### src/rtl/sprite_rom_arbiter.sv
// Round-robin arbiter sharing one synchronous-read sprite colour ROM between
// several pixel fetchers. Grants are combinational. Each granted address is
// registered to the ROM. The returned byte is routed back to its requester
// exactly two cycles after the grant. A locked requester may hold the ROM for
// a short burst of back-to-back reads.
module sprite_rom_arbiter #(
    parameter int NUM_REQ   = 4,
    parameter int ADDR_W    = 9,
    parameter int DATA_W    = 8,
    parameter int MAX_BURST = 8
) (
    input  logic                      clock,
    input  logic                      reset_n,
    input  logic [NUM_REQ-1:0]        req,
    input  logic [NUM_REQ-1:0]        lock,
    input  logic [NUM_REQ*ADDR_W-1:0] addr,
    output logic [NUM_REQ-1:0]        gnt,
    output logic [ADDR_W-1:0]         rom_address,
    input  logic [DATA_W-1:0]         rom_data,
    output logic [NUM_REQ-1:0]        rd_valid,
    output logic [DATA_W-1:0]         rd_data,
    output logic [2:0]                rd_id
);

    localparam int IDX_W = (NUM_REQ > 1) ? $clog2(NUM_REQ) : 1;
    localparam int CNT_W = 5;
    localparam logic [CNT_W-1:0] BURST_MAX = CNT_W'(MAX_BURST);
    localparam logic [IDX_W-1:0] LAST_IDX  = IDX_W'(NUM_REQ - 1);
    localparam logic [IDX_W:0]   NUM_EXT   = (IDX_W + 1)'(NUM_REQ);

    // Arbitration state.
    logic [IDX_W-1:0] ptr;
    logic [IDX_W-1:0] owner;
    logic             owner_vld;
    logic [CNT_W-1:0] count;

    // Return pipeline. Stage 1 is aligned with rom_address; stage 2 is aligned with rom_data.
    logic             v1, v2;
    logic [IDX_W-1:0] id1, id2;

    // Combinational selection results.
    logic             hold;
    logic             any_gnt;
    logic [IDX_W-1:0] sel;
    logic [2*NUM_REQ-1:0] req_rot;
    logic [IDX_W:0]   sum;
    logic [ADDR_W-1:0] sel_addr;

    // Next burst state.
    logic [IDX_W-1:0] owner_n;
    logic             owner_vld_n;
    logic [CNT_W-1:0] count_n;
    logic [CNT_W-1:0] new_count;

    // Pick the winner: the burst owner if it may continue, otherwise the first request at or above ptr.
    // NOTE: every combinational output gets a default first, so no path leaves it unassigned (no latch).
    always_comb begin
        hold    = owner_vld && req[owner] && lock[owner] && (count < BURST_MAX);
        req_rot = {req, req} >> ptr;
        any_gnt = 1'b0;
        sel     = ptr;
        sum     = '0;
        if (hold) begin
            any_gnt = 1'b1;
            sel     = owner;
        end else begin
            for (int k = 0; k < NUM_REQ; k++) begin
                if (!any_gnt && req_rot[k]) begin
                    any_gnt = 1'b1;
                    sum     = {1'b0, ptr} + (IDX_W + 1)'(k);
                    if (sum >= NUM_EXT) sum = sum - NUM_EXT;
                    sel     = sum[IDX_W-1:0];
                end
            end
        end
        // No grant is issued while reset is held, even if requests are pending.
        if (!reset_n) any_gnt = 1'b0;
    end

    // One-hot grant, and a mux that reads only the granted address slice.
    always_comb begin
        gnt      = '0;
        sel_addr = '0;
        if (any_gnt) gnt[sel] = 1'b1;
        for (int i = 0; i < NUM_REQ; i++) begin
            if (gnt[i]) sel_addr = addr[i*ADDR_W +: ADDR_W];
        end
    end

    // Burst bookkeeping: extend, start, cap or abandon the current lock.
    always_comb begin
        owner_n     = owner;
        owner_vld_n = owner_vld;
        count_n     = count;
        new_count   = '0;
        if (any_gnt) begin
            if (lock[sel]) begin
                new_count = (owner_vld && owner == sel) ? count + CNT_W'(1) : CNT_W'(1);
                if (new_count >= BURST_MAX) begin
                    owner_vld_n = 1'b0;
                    count_n     = '0;
                end else begin
                    owner_vld_n = 1'b1;
                    owner_n     = sel;
                    count_n     = new_count;
                end
            end else begin
                owner_vld_n = 1'b0;
                count_n     = '0;
            end
        end else if (owner_vld && !(req[owner] && lock[owner])) begin
            owner_vld_n = 1'b0;
            count_n     = '0;
        end
    end

    // State, ROM address and return pipeline registers. Reset discards in-flight reads.
    // NOTE: sequential state uses non-blocking assignments so every register samples pre-edge values.
    always_ff @(posedge clock or negedge reset_n) begin
        if (!reset_n) begin
            ptr         <= '0;
            owner       <= '0;
            owner_vld   <= 1'b0;
            count       <= '0;
            rom_address <= '0;
            v1          <= 1'b0;
            v2          <= 1'b0;
            id1         <= '0;
            id2         <= '0;
        end else begin
            owner     <= owner_n;
            owner_vld <= owner_vld_n;
            count     <= count_n;
            if (any_gnt) begin
                ptr         <= (sel == LAST_IDX) ? '0 : sel + IDX_W'(1);
                rom_address <= sel_addr;
                id1         <= sel;
            end
            v1  <= any_gnt;
            v2  <= v1;
            id2 <= id1;
        end
    end

    // Return path: ROM data passes straight through, tagged by stage 2.
    always_comb begin
        rd_valid = '0;
        if (v2) rd_valid[id2] = 1'b1;
        rd_data = rom_data;
        rd_id   = 3'(id2);
    end

endmodule

### config.mk
export PLATFORM = sky130hd
export DESIGN_NAME = sprite_rom_arbiter
export DESIGN_NICKNAME = d
export VERILOG_FILES = /design/src/rtl/sprite_rom_arbiter.sv
export SDC_FILE = /design/constraint.sdc
export NUM_CORES = 1
export LEC_CHECK = 0
export ABC_AREA = 1
export CAP_MARGIN = 20
export CORE_MARGIN = 2
export CORE_UTILIZATION = 36
export DETAILED_ROUTE_END_ITERATION = 10
export DONT_BUFFER_PORTS = 1
export GPL_ROUTABILITY_DRIVEN = 0
export PLACE_DENSITY = 0.52
export SYNTH_ARGS = -nofsm -noshare
export SYNTH_HDL_FRONTEND = slang
export SYNTH_SLANG_ARGS = --single-unit
### constraint.sdc
create_clock -name clock -period 3.15 [get_ports clock]
set_clock_uncertainty 0.15 [all_clocks]
set_input_delay 0.4725 -clock clock [delete_from_list [all_inputs] [get_ports clock]]
set_output_delay 0.4725 -clock clock [all_outputs]
set_load 0.005 [all_outputs]
==> qor.yml <==
run_status:
  status: "finished, final reports clean"
floorplanning:
  core-area_um2: 5170
  pin_count: 82
  die_area_um2: 6030
  die_y_um: 77.7
  start_util_pct: 37.8
  die_w_um: 77.7
  rows: 26
clocking:
  cts-htree-levels: 1
  cts-root-buf: "clkbuf_8"
  cts_buffer_depth: 2
  clock_sinks: 25
  cts_buffers: 3
  clk_latency_ps: 270
  clk_pin_slew_worst_paths_ps: 90
  cts_tree: "yes"
routing:
  wl_per_cell_um: 13.1
  routed-via-count: 1688
  avgViaCountPerCell: 5.02
  antenna_left: 0
  drc: 0
  drtIter0Drc: 77
  drt-total-wl_mm: 4.41
  first_pass_iters: 4
layout:
  diodes: 0
  layout_common_cells: "75 x nand2_1, 52 x nand3_1, 23 x dfrtp_1"
  layout.cells.non_filler: 336
  final_nets: 326
  areaGrowthSynthToFinish_pct: 4.29
  drive_gt1_share_pct: 19.2
  fillers: 545
  final_common_cell: "nand2_1"
timing:
  post-route-period-util_pct: 94.0
  slew_viol_final: 0
  min_period_ps: 2960
  grt_setup_unrepaired: "false"
  hold_viol: 0
  hold_slack_ps: 182
  finalSetupTns_ps: 0
  fmax_mhz: 338
  setup_viol_count_final: 0
logic_synthesis:
  yosys-top-cells-area: "dfrtp_1 32%, nand2_1 14%, nand3_1 13%"
  yosysUniqueCellTypes: 30
  syn_area_um2: 1950
  synth_top_cell_by_area: "dfrtp_1"
  synth_nets: 330
  ys_ff_latch: 25
  seq_area_frac_synth_pct: 32.0
  synth_warnings: 0
  synthCells: 271
  netlist.area_leader.share_pct: 32.0
  avgSynthCellArea_um2: 7.21
run:
  cap_violations: 0
grt:
  grt_antenna_before_repair: 0
  grt_pass1_vias: 1635
  grt_overflow_total: 0
  grt_util_all_layers_pct: 15.5
  grt_max_degree: 26
  grt_pass1_wl_mm: 7.58
worst_setup_path:
  worst_r2r_startpoint: "ptr[0]$_DFFE_PN0P_"
  r2r_slack_ps: 420
  crit_arrival_ps: 2340
  reg2regPathDepth: 17
  cp-end-kind: "output pin"
  critPathLaunchType: "flop"
  required_ps: 2530
  worstSetupPathType: "reg -> out"
  worst_r2r_endpoint: "rom_address[3]$_DFFE_PN0P_"
  cp_max_fo: 10
worst_hold_path:
  hold_path.class: "in -> reg"
  hold_path_depth: 2
  hp-start: "addr[28]"
  min_to: "rom_address[1]$_DFFE_PN0P_"
pwr:
  comb_power_share_pct: 65.7
  pwr-share-clk_pct: 8.4
  switching_power_w: 0.00127
  irDropWorstVdd_mv: 0.667
  p_int_w: 0.00108
  p_sw_share_pct: 53.9
  leakage_nw: 1.03
  cellPowerDensity_nw_per_um2: 1150
  power_frac_seq_pct: 26.0
place:
  place_hpwl_mm: 3.52
  dp_cells: 329
  io_buffers: 0
## how the worst max path moves through the flow
stage                  startpoint                          to  slack [ps]  cells past startpoint
3_5_place_dp   ptr[0]$_DFFE_PN0P_  rom_address[3]$_DFFE_PN0P_         280                     18
4_1_cts        ptr[0]$_DFFE_PN0P_                      gnt[3]           2                     15
5_1_grt        ptr[0]$_DFFE_PN0P_                      gnt[3]          20                     13
6_report       ptr[0]$_DFFE_PN0P_                      gnt[3]         190                     13
3_3_place_gp   ptr[0]$_DFFE_PN0P_  rom_address[3]$_DFFE_PN0P_         300                     18
2_1_floorplan  ptr[1]$_DFFE_PN0P_  rom_address[0]$_DFFE_PN0P_         650                     19
## final cells by class
cell class,count,area (um2),share of cell area (%)
clock buffers,3,41.3,2.03
repair buffers,4,42.5,2.09
inverters,32,136,6.69
well taps,70,87.6,4.30
flip-flops and latches,25,628,30.8
clock inverters,1,7.51,0.368
multi-input cells,201,1090,53.7
## per-stage QoR
stage          cell area (um2)  setup WS, ps  utilization, %  power [W]
4_1_cts                   2020          2.16            39.1    0.00236
3_3_place_gp              1940           297            37.6    0.00216
3_5_place_dp              1940           281            37.6    0.00214
2_1_floorplan             1950           650               -    0.00190
5_1_grt                   2040          16.2            39.4    0.00265
6_report                  2040           190            39.4    0.00235
## critical path, cell delays in order (launching register included)
cell      delay [ps]
dfrtp_2          480
clkbuf_2         200
nand2_1           60
nand3_1           70
nand2_1           70
nor2_2           110
nand3_2          140
nand3_1          140
nand3_2          100
nand2_2          110
inv_1             80
ha_1             190
nand2_2          220
inv_6             90
## layer usage
| layer | share of wire [%] | track usage [%] | routed length, um | vias to the layer above |
|---|---|---|---|---|
| li1 | - | - | - | 863 |
| met1 | 44 | 20.1 | 1950 | 766 |
| met5 | 0 | 0 | 0 | - |
| met2 | 49 | 26.5 | 2160 | 57 |
| met4 | 0.61 | 3.75 | 27 | 0 |
| met3 | 6.3 | 2.79 | 276 | 2 |
## power groups by stage
stage          Combinational [W]  Clock (W)  Sequential (W)
6_report                 0.00154   0.000197        0.000611
5_1_grt                  0.00179   0.000219        0.000635
4_1_cts                  0.00154   0.000210        0.000613
3_5_place_dp             0.00152          0        0.000619
3_3_place_gp             0.00154          0        0.000621
2_1_floorplan            0.00135          0        0.000549
## timing repair
item	CTS	global route
buffers inserted	0	1
hold endpoints to repair	25	0
hold buffers	2	0
endpoints found under the setup margin	0	10
resized for setup	0	5
## state kept, by name, indices dropped and copies added (netlist names)
name         flops
id2              2
rom_address      9
owner            2
v2               1
ptr              2
id1              2
owner_vld        1
count            5
v1               1
## cells in the mapped netlist
master / instances
nand2_1: 75
nand3_1: 52
dfrtp_1: 25
inv_1: 22
nand2_2: 16
buf_4: 10
nor2_1: 9
o211ai_1: 9
inv_2: 7
nand2_4: 6
nand3_2: 6
nor3_1: 6
ha_1: 5
nand4_1: 3
nor2_2: 2
o21ai_0: 2
o21ai_1: 2
xor2_1: 2
a21oi_2: 1
buf_6: 1
buf_8: 1
clkbuf_1: 1
clkinv_1: 1
clkinv_2: 1
conb_1: 1
inv_8: 1
nand3_4: 1
o21ai_4: 1
o21bai_1: 1
xnor2_1: 1
## cells by family after synthesis
family                   share of synthesized area, %
buffers and inverters                            12.0
XOR/XNOR                                         1.34
adder cells (fa/ha/maj)                          3.20
flip-flops                                       32.0
other                                           0.192
AO/OA/AOI/OAI                                    6.15
AND/OR/NAND/NOR                                  45.1
(Power assumes the default switching activity.)
